## src/rtl/rggen_axi4lite_register_slice_pkg.sv

```systemverilog
// rggen_axi4lite_register_slice_pkg: AXI4-Lite response codes shared by the slice, its neighbours and benches
package rggen_axi4lite_register_slice_pkg;
    localparam logic [1:0] AXI_RESP_OKAY   = 2'b00;
    localparam logic [1:0] AXI_RESP_SLVERR = 2'b10;
    localparam logic [1:0] AXI_RESP_DECERR = 2'b11;
endpackage

```

## src/rtl/rggen_axi4lite_skid_buffer.sv

```systemverilog
// rggen_axi4lite_skid_buffer: 2-entry registered valid/ready slice, or a plain wire-through when ENABLE is 0
module rggen_axi4lite_skid_buffer #(
    parameter int WIDTH  = 1,
    parameter bit ENABLE = 1'b1
) (
    input  logic             i_clk,
    input  logic             i_rst,
    input  logic             i_valid,
    output logic             o_ready,
    input  logic [WIDTH-1:0] i_data,
    output logic             o_valid,
    input  logic             i_ready,
    output logic [WIDTH-1:0] o_data
);
    typedef enum logic [1:0] {EMPTY, BUSY, FULL} state_t;
    state_t           state, state_next;
    logic             ready_q;
    logic             s_hs;
    logic [WIDTH-1:0] out_q, skd_q;
    assign s_hs = i_valid && ready_q;
    always_comb begin
        state_next = state;
        case (state)
            EMPTY:   state_next = s_hs ? BUSY : EMPTY;
            BUSY:    state_next = (s_hs && !i_ready) ? FULL : (!s_hs && i_ready) ? EMPTY : BUSY;
            FULL:    state_next = i_ready ? BUSY : FULL;
            default: state_next = EMPTY;
        endcase
    end
    // ready is its own register so it stays low for the whole reset and rises one edge after release
    always_ff @(posedge i_clk) begin
        if (i_rst) begin
            state   <= EMPTY;
            ready_q <= 1'b0;
        end else begin
            state   <= state_next;
            ready_q <= state_next != FULL;
        end
    end
    always_ff @(posedge i_clk) begin
        if (state == FULL) begin
            if (i_ready) out_q <= skd_q;
        end else if (s_hs) begin
            if (state == EMPTY || i_ready) out_q <= i_data;
            else skd_q <= i_data;
        end
    end
    assign o_valid = ENABLE ? (state != EMPTY) : i_valid;
    assign o_ready = ENABLE ? ready_q : i_ready;
    assign o_data  = ENABLE ? out_q : i_data;
endmodule

```

## src/rtl/rggen_axi4lite_register_slice.sv

```systemverilog
// rggen_axi4lite_register_slice: per-channel registered AXI4-Lite slice in front of rggen_axi4lite_adapter
module rggen_axi4lite_register_slice
    import rggen_axi4lite_register_slice_pkg::*;
#(
    parameter int       ID_WIDTH        = 0,
    parameter int       ADDRESS_WIDTH   = 8,
    parameter int       BUS_WIDTH       = 32,
    parameter logic [4:0] SLICE_ENABLE  = 5'b11111,
    localparam int      ACTUAL_ID_WIDTH = (ID_WIDTH > 0) ? ID_WIDTH : 1
) (
    input  logic                       i_clk,
    input  logic                       i_rst,
    input  logic                       i_awvalid,
    output logic                       o_awready,
    input  logic [ACTUAL_ID_WIDTH-1:0] i_awid,
    input  logic [ADDRESS_WIDTH-1:0]   i_awaddr,
    input  logic [2:0]                 i_awprot,
    input  logic                       i_wvalid,
    output logic                       o_wready,
    input  logic [BUS_WIDTH-1:0]       i_wdata,
    input  logic [BUS_WIDTH/8-1:0]     i_wstrb,
    output logic                       o_bvalid,
    input  logic                       i_bready,
    output logic [ACTUAL_ID_WIDTH-1:0] o_bid,
    output logic [1:0]                 o_bresp,
    input  logic                       i_arvalid,
    output logic                       o_arready,
    input  logic [ACTUAL_ID_WIDTH-1:0] i_arid,
    input  logic [ADDRESS_WIDTH-1:0]   i_araddr,
    input  logic [2:0]                 i_arprot,
    output logic                       o_rvalid,
    input  logic                       i_rready,
    output logic [ACTUAL_ID_WIDTH-1:0] o_rid,
    output logic [1:0]                 o_rresp,
    output logic [BUS_WIDTH-1:0]       o_rdata,
    output logic                       o_m_awvalid,
    input  logic                       i_m_awready,
    output logic [ACTUAL_ID_WIDTH-1:0] o_m_awid,
    output logic [ADDRESS_WIDTH-1:0]   o_m_awaddr,
    output logic [2:0]                 o_m_awprot,
    output logic                       o_m_wvalid,
    input  logic                       i_m_wready,
    output logic [BUS_WIDTH-1:0]       o_m_wdata,
    output logic [BUS_WIDTH/8-1:0]     o_m_wstrb,
    input  logic                       i_m_bvalid,
    output logic                       o_m_bready,
    input  logic [ACTUAL_ID_WIDTH-1:0] i_m_bid,
    input  logic [1:0]                 i_m_bresp,
    output logic                       o_m_arvalid,
    input  logic                       i_m_arready,
    output logic [ACTUAL_ID_WIDTH-1:0] o_m_arid,
    output logic [ADDRESS_WIDTH-1:0]   o_m_araddr,
    output logic [2:0]                 o_m_arprot,
    input  logic                       i_m_rvalid,
    output logic                       o_m_rready,
    input  logic [ACTUAL_ID_WIDTH-1:0] i_m_rid,
    input  logic [1:0]                 i_m_rresp,
    input  logic [BUS_WIDTH-1:0]       i_m_rdata
);
    localparam int IW = ACTUAL_ID_WIDTH;
    logic [IW-1:0] awid, arid, bid, rid, awid_d, arid_d, bid_d, rid_d;
    // without IDs the id lanes carry a constant 0 and the id outputs are forced to 0
    assign awid       = (ID_WIDTH > 0) ? i_awid : '0;
    assign arid       = (ID_WIDTH > 0) ? i_arid : '0;
    assign bid        = (ID_WIDTH > 0) ? i_m_bid : '0;
    assign rid        = (ID_WIDTH > 0) ? i_m_rid : '0;
    assign o_m_awid   = (ID_WIDTH > 0) ? awid_d : '0;
    assign o_m_arid   = (ID_WIDTH > 0) ? arid_d : '0;
    assign o_bid      = (ID_WIDTH > 0) ? bid_d : '0;
    assign o_rid      = (ID_WIDTH > 0) ? rid_d : '0;
    rggen_axi4lite_skid_buffer #(.WIDTH(IW + ADDRESS_WIDTH + 3), .ENABLE(SLICE_ENABLE[0])) u_aw (
        .i_clk(i_clk), .i_rst(i_rst),
        .i_valid(i_awvalid), .o_ready(o_awready), .i_data({awid, i_awaddr, i_awprot}),
        .o_valid(o_m_awvalid), .i_ready(i_m_awready), .o_data({awid_d, o_m_awaddr, o_m_awprot})
    );
    rggen_axi4lite_skid_buffer #(.WIDTH(BUS_WIDTH + BUS_WIDTH / 8), .ENABLE(SLICE_ENABLE[1])) u_w (
        .i_clk(i_clk), .i_rst(i_rst),
        .i_valid(i_wvalid), .o_ready(o_wready), .i_data({i_wdata, i_wstrb}),
        .o_valid(o_m_wvalid), .i_ready(i_m_wready), .o_data({o_m_wdata, o_m_wstrb})
    );
    rggen_axi4lite_skid_buffer #(.WIDTH(IW + 2), .ENABLE(SLICE_ENABLE[2])) u_b (
        .i_clk(i_clk), .i_rst(i_rst),
        .i_valid(i_m_bvalid), .o_ready(o_m_bready), .i_data({bid, i_m_bresp}),
        .o_valid(o_bvalid), .i_ready(i_bready), .o_data({bid_d, o_bresp})
    );
    rggen_axi4lite_skid_buffer #(.WIDTH(IW + ADDRESS_WIDTH + 3), .ENABLE(SLICE_ENABLE[3])) u_ar (
        .i_clk(i_clk), .i_rst(i_rst),
        .i_valid(i_arvalid), .o_ready(o_arready), .i_data({arid, i_araddr, i_arprot}),
        .o_valid(o_m_arvalid), .i_ready(i_m_arready), .o_data({arid_d, o_m_araddr, o_m_arprot})
    );
    rggen_axi4lite_skid_buffer #(.WIDTH(IW + 2 + BUS_WIDTH), .ENABLE(SLICE_ENABLE[4])) u_r (
        .i_clk(i_clk), .i_rst(i_rst),
        .i_valid(i_m_rvalid), .o_ready(o_m_rready), .i_data({rid, i_m_rresp, i_m_rdata}),
        .o_valid(o_rvalid), .i_ready(i_rready), .o_data({rid_d, o_rresp, o_rdata})
    );
endmodule

```

## config.mk

```make
export PLATFORM = sky130hd
export DESIGN_NAME = rggen_axi4lite_register_slice
export DESIGN_NICKNAME = d
export VERILOG_FILES = /design/src/rtl/rggen_axi4lite_register_slice_pkg.sv /design/src/rtl/rggen_axi4lite_skid_buffer.sv /design/src/rtl/rggen_axi4lite_register_slice.sv
export SDC_FILE = /design/constraint.sdc
export NUM_CORES = 1
export LEC_CHECK = 0
export CAP_MARGIN = 0
export CORE_MARGIN = 1.5
export CORE_UTILIZATION = 59
export CTS_CLUSTER_DIAMETER = 150
export DETAILED_ROUTE_END_ITERATION = 8
export DONT_BUFFER_PORTS = 1
export PLACE_DENSITY = 0.81
export SYNTH_ARGS = -nofsm -noshare
export SYNTH_HDL_FRONTEND = slang
export SYNTH_HIERARCHICAL = 1
export SYNTH_SLANG_ARGS = --single-unit
```

## constraint.sdc

```tcl
create_clock -name i_clk -period 5.38 [get_ports i_clk]
set_input_delay 0.538 -clock i_clk [delete_from_list [all_inputs] [get_ports i_clk]]
set_output_delay 0.538 -clock i_clk [all_outputs]
set_load 0.005 [all_outputs]
```

==> results of run 1 <==
-- layer usage --
metal	routed length [um]	global-route usage [%]
met3	933	4.72
met2	7130	32.0
met5	0	0
met4	450	8.38
met1	5380	21.9
-- state kept, by name, indices dropped and copies added, names as in the netlist, 2 cells and up --
register     count
u_r/state        2
u_r/o_data      34
u_b/o_data       2
u_aw/skd_q      11
u_w/o_data      36
u_b/state        2
u_w/skd_q       36
u_r/skd_q       34
u_aw/o_data     11
u_b/skd_q        2
u_w/state        2
u_aw/state       2
u_ar/o_data     11
u_ar/state       2
u_ar/skd_q      11
-- layout make-up --
cell class,count,area (um^2),share of cell area [%]
clock buffer,26,564,6.40
sequential,203,5950,67.5
timing repair buffer,2,15.0,0.170
inverter,10,37.5,0.426
tap,176,220,2.50
clock inverter,9,70.1,0.795
multi-input combinational,175,1960,22.2
-- where the power goes --
part	leakage, uW	internal (uW)	switching, uW
clock network	0.000315	786	538
logic	0.00115	65.2	55.0
registers	0.00186	1800	35.2
total	0.00333	2650	628
-- worst max-delay path, cell delays in order, from the launching register on --
cell,delay (ns)
dfxtp_1,0.43
nand2b_2,0.96
mux2_2,0.43
-- metrics by stage --
| stage | area [um^2] | total power (uW) | cells | hold WS [ns] | worst slack [ns] |
|---|---|---|---|---|---|
| global placement | 8180 | 1980 | 566 | 0.513 | 3.39 |
| floorplan | 8170 | 1960 | 404 | 0.500 | 3.44 |
| CTS | 8810 | 3310 | 601 | 0.109 | 3.28 |
| finish | 8810 | 3280 | 601 | 0.125 | 3.26 |
| detailed placement | 8180 | 1990 | 566 | 0.534 | 3.28 |
| global route | 8810 | 3380 | 601 | 0.111 | 3.18 |
-- final timing paths --
| kind | start | to | slack, ns | cells past startpoint |
|---|---|---|---|---|
| min | i_rst | u_b/o_ready | 0.12 | 1 |
| max | u_w/state[0] | u_w/o_data[35] | 3.26 | 2 |
| min reg2reg | u_w/skd_q[1] | u_w/o_data[1] | 0.55 | 1 |
| max reg2reg | u_w/state[0] | u_w/o_data[35] | 3.26 | 2 |
==> key figures, run 1 <==
Status
  • Status: finished, final reports clean

Routing
  • Routed Wire Length: 13.9 mm
  • Initial detailed-routing violation count: 233
  • Routed WL per cell: 23.1 um
  • Post-route ant nets: 0
  • Vias per cell: 5.85
  • Drt pass-1 iters: 6
  • DRC: 0
  • Total number of vias: 3517

CTS
  • Setup Buffers After CTS: 0
  • Clock latency on the worst-skew pair: 0.47 ns
  • CTS Sinks: 203
  • Clock Path Buffers: 3
  • Cts repair resizes: 0
  • Cts hold-fix bufs: 0
  • Root Driver: clkbuf_16
  • CTS buffer count: 20
  • Reg clk slew, reported paths: 0.06 ns
  • H-tree depth: 1
  • CTS tree: built

Final layout
  • Most frequent cells in the layout: edfxtp_1, mux2_4, clkbuf_16
  • Layout area overhead: 7.97%
  • Commonest non-fill, non-tap cell in the layout: edfxtp_1
  • Layout cells sized above 1: 34.4%
  • Ant. Diodes: 0
  • Final core occ: 66.0%
  • Final nets: 527
  • Number of fill cells: 872

STA
  • RSZ-0062 raised after global routing: false
  • Clock Skew: 0.0150 ns
  • Final period util: 39.5%
  • Highest clock rate: 0.471 GHz
  • Period minus WS final: 2.12 ns
  • Final Max Slew Viols: 0
  • Worst-Margin Slew: 1.23 ns
  • Final setup violation count: 0
  • TNS Setup: 0 ns
  • Fin. Hold Viols: 0
  • Worst slew margin: 18.1%

Global routing
  • GRT Util Overall: 18.5%
  • Initial antenna violation count: 0
  • Vias in the first global route: 3715
  • First-pass GRT wire length: 20.7 mm
  • Largest net degree at the start of global routing: 37
  • Grt ovf: 0

Worst setup path
  • CP startpoint kind: flop
  • Crit path DAT: 2.34 ns
  • CP Data Required Time: 5.60 ns
  • CP Max Fanout: 36
  • Setup CP Type: reg2reg
  • CP endpoint kind: flop

Die
  • Core Footprint: 13300 um^2
  • Die Area: 14500 um^2
  • Die Span X: 121 um
  • Starting density of the core: 61.1%
  • FP Rows: 42
  • I/O pin cnt: 218
  • Die H: 121 um

Synth
  • Synth Cell Area: 8160 um^2
  • Post-Syn Instances: 401
  • Syn avg cell area: 20.3 um^2
  • Yosys warnings: 6

Place
  • Gp weighted congestion: 0.759
  • # port buffers: 0
  • DP HPWL: 9.52 mm

Worst hold path
  • Class of the tightest hold or removal check: in2reg

Power
  • Peak VDD IR: 0.271 mV
  • Cell leakage power: 0.00333 uW
  • Pwr dens: 372 nW/um^2

Run
  • Max Cap Violations: 0
(Power assumes the default switching activity.)
==> run 2: changes to the inputs <==
==> constraint.sdc (replaced) <==
create_clock -name i_clk -period 2.2 [get_ports i_clk]
set_input_delay 0.22 -clock i_clk [delete_from_list [all_inputs] [get_ports i_clk]]
set_output_delay 0.22 -clock i_clk [all_outputs]
set_load 0.005 [all_outputs]
==> run 2 against run 1 <==
Compared with the run above: global-route usage rose by 3.6 points; sequential power grew 150%; critical path depth is 1 higher; design area rose by 13%; non-clock buffer count is 107 higher; count of clock-buffer cells in the layout did not move; combinational power grew to 4.1 times the previous value; critical path type unchanged.
==> key figures, run 2 (synthesis gave the netlist of run 1 again) <==
Run
  • Max Cap Violations: 0

Worst setup path
  • Worst r2r src: u_w/state[1]
  • Critical-path cell list: and4bb_2 > a211o_1 > buf_4
  • CP startpoint: u_w/state[1]
  • Crit path DAT: 1.78 ns
  • Critical path endpoint: u_w/o_data[13]
  • CP endpoint kind: flop
  • Setup CP Type: reg2reg
  • CP max-delay cell: buf_4
  • CP Data Required Time: 2.32 ns
  • Critical Path Max Stage Delay: 0.41 ns
  • R2R depth: 3
  • FF-to-FF End: u_w/o_data[13]
  • CP startpoint kind: flop
  • CP Max Fanout: 36
  • Reg2reg setup slack: 0.54 ns

Routing
  • Post-route ant nets: 0
  • Initial detailed-routing violation count: 282
  • Routed wl met3: 836 um
  • Vias per cell: 5.57
  • Met1 wire length: 6.65 mm
  • Max layer used: met4
  • WL met2: 8.60 mm
  • Routed Wire Length: 16.4 mm
  • Drt pass-1 iters: 4
  • Routed WL per cell: 23.0 um
  • DRC: 0
  • Total number of vias: 3971

Place
  • DP HPWL: 9.53 mm
  • Setup WS pre-CTS: 0.566 ns
  • Gp weighted congestion: 0.755
  • Placed inst area: 8240 um^2
  • # port buffers: 0

STA
  • Final period util: 75.4%
  • Period minus WS final: 1.66 ns
  • Fin. Hold Viols: 0
  • Highest clock rate: 0.603 GHz
  • Hold slack final: 0.0763 ns
  • Worst slew margin: 60.8%
  • TNS Setup: 0 ns
  • RSZ-0062 raised after global routing: false
  • Clock Skew: 0.0151 ns
  • Worst setup margin: 0.542 ns
  • Final setup violation count: 0
  • Final Max Slew Viols: 0
  • Worst-Margin Slew: 0.586 ns

CTS
  • Root Driver: clkbuf_16
  • CTS buffer count: 21
  • Reg clk slew, reported paths: 0.06 ns
  • CTS Sinks: 203
  • CTS tree: built
  • Clock Path Buffers: 3
  • H-tree depth: 1
  • Clock latency on the worst-skew pair: 0.49 ns

Power
  • Comb pwr share: 5.7%
  • Cell leakage power: 0.00382 uW
  • Design Power: 8660 uW
  • Sw frac: 20.0%
  • Peak VDD IR: 0.771 mV
  • Cell internal pwr: 6930 uW
  • Pwr dens: 867 nW/um^2
  • Part of the power in registers: 51.9%
  • Power share of the clock group: 42.4%
  • Net Switching: 1730 uW

Global routing
  • Grt ovf: 0
  • First-pass GRT wire length: 24.4 mm
  • Initial antenna violation count: 1
  • Vias in the first global route: 4254
  • Largest net degree at the start of global routing: 37
  • GRT Util Overall: 22.1%

Die
  • FP Rows: 42
  • Core Footprint: 13300 um^2
  • Die Area: 14500 um^2
  • Starting density of the core: 61.1%
  • Die Span X: 121 um
  • I/O pin cnt: 218
  • Die H: 121 um

Final layout
  • Fin area: 9980 um^2
  • Layout area overhead: 22.4%
  • Final nets: 635
  • Layout cells sized above 1: 29.0%
  • Commonest non-fill, non-tap cell in the layout: edfxtp_1
  • Number of fill cells: 746
  • Most frequent cells in the layout: edfxtp_1, dlygate4sd3_1, mux2_4

Worst hold path
  • Class of the tightest hold or removal check: in2reg

Status
  • Status: finished, final reports clean
==> run 2: stage by stage <==
step | utilization [%] | instances
3_3_place_gp | 61.7 | 571
5_1_grt | 74.8 | 712
3_5_place_dp | 61.7 | 571
2_1_floorplan | - | 404
4_1_cts | 74.8 | 711
6_report | 74.8 | 713
==> run 2: repair_timing <==
item                       CTS  global route
hold buffers               102             0
hold endpoints to repair   203             0
setup endpoints to repair    0             0
gates resized for setup      0             0
setup buffers                0             0
==> run 2: worst min-delay path by stage <==
stage / from / end / slack, ns / cells after the start
2_1_floorplan: i_rst / u_b/o_ready / 0.28 / 1
3_3_place_gp: i_rst / u_b/o_ready / 0.29 / 1
3_5_place_dp: i_rst / u_b/o_ready / 0.29 / 1
4_1_cts: i_m_bvalid / u_b/o_data[1] / 0.02 / 2
5_1_grt: i_m_bvalid / u_b/o_data[0] / 0.06 / 2
6_report: i_rready / u_r/state[0] / 0.08 / 2
==> run 2: metal layers <==
layer	up-vias	global-route usage [%]
li1	1794	-
met3	24	4.15
met4	0	6.47
met5	-	0
met1	1975	28.1
met2	178	39.0
==> run 2: layout make-up <==
type	count	area (um^2)	area share, %
diodes	2	5.00	0.0501
clock buffers	26	544	5.45
clock inverters	12	175	1.75
inverters	10	37.5	0.376
multi-input cells	175	1960	19.6
flip-flops and latches	203	5950	59.5
well taps	176	220	2.21
repair buffers	109	1100	11.0
==> run 2: power by group through the flow <==
stage,Sequential [uW],Combinational (uW),Clock (uW)
4_1_cts,4490,480,3710
5_1_grt,4500,527,3880
6_report,4490,492,3670
3_3_place_gp,4560,276,0
2_1_floorplan,4540,254,0
3_5_place_dp,4570,295,0
==> run 2: critical path, delay by kind of cell (launching register included) <==
family          cells  cell delay [ns]
compound gates      1             0.15
buf+inv             1             0.41
flops               1             0.36
simple gates        1             0.36
==> run 3: changes to the inputs <==
==> constraint.sdc (replaced) <==
create_clock -name i_clk -period 1.6 [get_ports i_clk]
set_input_delay 0.16 -clock i_clk [delete_from_list [all_inputs] [get_ports i_clk]]
set_output_delay 0.16 -clock i_clk [all_outputs]
set_load 0.005 [all_outputs]
==> run 3 against run 2 <==
Compared with the run above: sequential share of layout area fell by 0.32 points; combinational power rose by 47%; clock skew rose by 0.011 ns; flip-flop and latch count did not move; non-clock buffer count rose by 7; routed wire length rose by 1.8%; critical path depth did not move; critical path type unchanged; largest cell class unchanged.
==> key figures, run 3 (synthesis gave the netlist of run 1 again) <==
Final layout
  • Layout cells sized above 1: 29.2%
  • Post-route insts no fill: 718
  • Most frequent cells in the layout: edfxtp_1, dlygate4sd3_1, mux2_4
  • Commonest non-fill, non-tap cell in the layout: edfxtp_1
  • Multi-input logic area: 1960 um^2
  • Number of fill cells: 757
  • Register area: 5950 um^2
  • Final nets: 642
  • Layout area overhead: 23.0%

Worst setup path
  • Critical-path cell list: and4bb_2 > a211o_2 > buf_12
  • Critical Path Max Stage Delay: 0.43 ns
  • CP startpoint kind: flop
  • CP Max Fanout: 34
  • Worst Path Buf+Inv: 1
  • Crit path DAT: 1.71 ns
  • CP max-delay cell: dfxtp_1
  • Delay-heaviest family, CP: flip-flops
  • CP Data Required Time: 1.81 ns
  • Setup CP Type: reg2reg
  • CP endpoint kind: flop

Routing
  • Routed Wire Length: 16.7 mm
  • Routed WL per cell: 23.2 um
  • Initial detailed-routing violation count: 265
  • Total number of vias: 4038
  • DRC: 0
  • Post-route ant nets: 0
  • Drt pass-1 iters: 4
  • Vias per cell: 5.62

CTS
  • Reg clk slew, reported paths: 0.06 ns
  • CTS tree: built
  • Clock latency on the worst-skew pair: 0.49 ns
  • CTS Sinks: 203
  • CTS buffer count: 21
  • Cts hold-fix bufs: 102
  • H-tree depth: 1
  • Clock Path Buffers: 3
  • Cts repair resizes: 0
  • Setup Buffers After CTS: 0
  • Root Driver: clkbuf_16

Power
  • Comb pwr share: 6.4%
  • Cell internal pwr: 8960 uW
  • Pwr dens: 1120 nW/um^2
  • Power share of the clock group: 38.7%
  • Cell leakage power: 0.00384 uW
  • Part of the power in registers: 54.9%
  • Sw frac: 20.4%
  • Net Switching: 2300 uW
  • Peak VDD IR: 0.835 mV

Run
  • Max Cap Violations: 0

STA
  • TNS Setup: 0 ns
  • Clock Skew: 0.0261 ns
  • Worst-Margin Slew: 0.593 ns
  • Fin. Hold Viols: 0
  • Final Max Slew Viols: 0
  • Period minus WS final: 1.50 ns
  • Worst slew margin: 60.4%
  • RSZ-0062 raised after global routing: false
  • Final period util: 93.9%
  • Final setup violation count: 0
  • Highest clock rate: 0.666 GHz

Place
  • Post-placement cell count: 578
  • Gp weighted congestion: 0.724
  • DP HPWL: 9.80 mm
  • # port buffers: 0

Die
  • Die Span X: 121 um
  • Die H: 121 um
  • I/O pin cnt: 218
  • Die Area: 14500 um^2
  • Starting density of the core: 61.1%
  • Core Footprint: 13300 um^2
  • FP Rows: 42

Global routing
  • GRT Util Overall: 23.0%
  • Vias in the first global route: 4298
  • Initial antenna violation count: 1
  • First-pass GRT wire length: 25.3 mm
  • Grt ovf: 0
  • Largest net degree at the start of global routing: 37

Worst hold path
  • Class of the tightest hold or removal check: in2reg

Status
  • Status: finished, final reports clean
==> run 3: layout make-up <==
cell class              instances  share of cell area [%]
repair buffers                116                    12.6
clock buffers                  31                    5.71
multi-input cells             175                    19.5
well taps                     176                    2.19
inverters                      10                   0.374
clock inverters                 6                   0.349
flip-flops and latches        203                    59.2
diodes                          1                  0.0249
==> run 3: per-layer routing <==
metal  global-route usage (%)  share of wire (%)  vias to the layer above
li1                         -                  -                     1802
met3                     5.38                6.2                       35
met1                     28.3                 38                     2040
met5                        0                  0                        -
met2                     40.2                 53                      161
met4                     7.50                2.8                        0
==> run 3: path summary, 6_finish.rpt <==
path	slack (ns)	to	cells past startpoint	start
worst max-delay path	0.1	u_r/o_data[13]	3	u_r/state[0]
worst min-delay path	0.04	u_aw/state[0]	3	i_m_awready
worst max register to register	0.1	u_r/o_data[13]	3	u_r/state[0]
worst min register to register	0.55	u_w/o_data[7]	1	u_w/skd_q[7]
==> run 3: metrics by stage <==
stage / area [um^2] / hold WS, ns / setup WS, ns / power [uW] / util, %
after global routing: 10000 / 0.0378 / 0.0516 / 11600 / 75.2
after detailed placement: 8410 / 0.230 / 0.131 / 6740 / 63.0
after global placement: 8410 / 0.227 / 0.186 / 6700 / 63.0
after CTS: 10000 / 0.00723 / 0.105 / 11300 / 75.2
final: 10000 / 0.0378 / 0.0980 / 11300 / 75.2
after floorplan: 8170 / 0.225 / 0.108 / 6580 / -
==> run 3: worst register-to-register path: cells and delay by family (launching register included) <==
| kind | cells | cell delay, ns |
|---|---|---|
| flops | 1 | 0.43 |
| compound gates | 1 | 0.33 |
| simple gates | 1 | 0.28 |
| buf+inv | 1 | 0.18 |
==> run 3: power by group through the flow <==
| stage | sequential (uW) | combinational (uW) | clock [uW] |
|---|---|---|---|
| 2_1_floorplan | 6230 | 350 | 0 |
| 3_3_place_gp | 6270 | 425 | 0 |
| 3_5_place_dp | 6290 | 450 | 0 |
| 4_1_cts | 6180 | 707 | 4420 |
| 5_1_grt | 6190 | 771 | 4650 |
| 6_report | 6180 | 721 | 4350 |
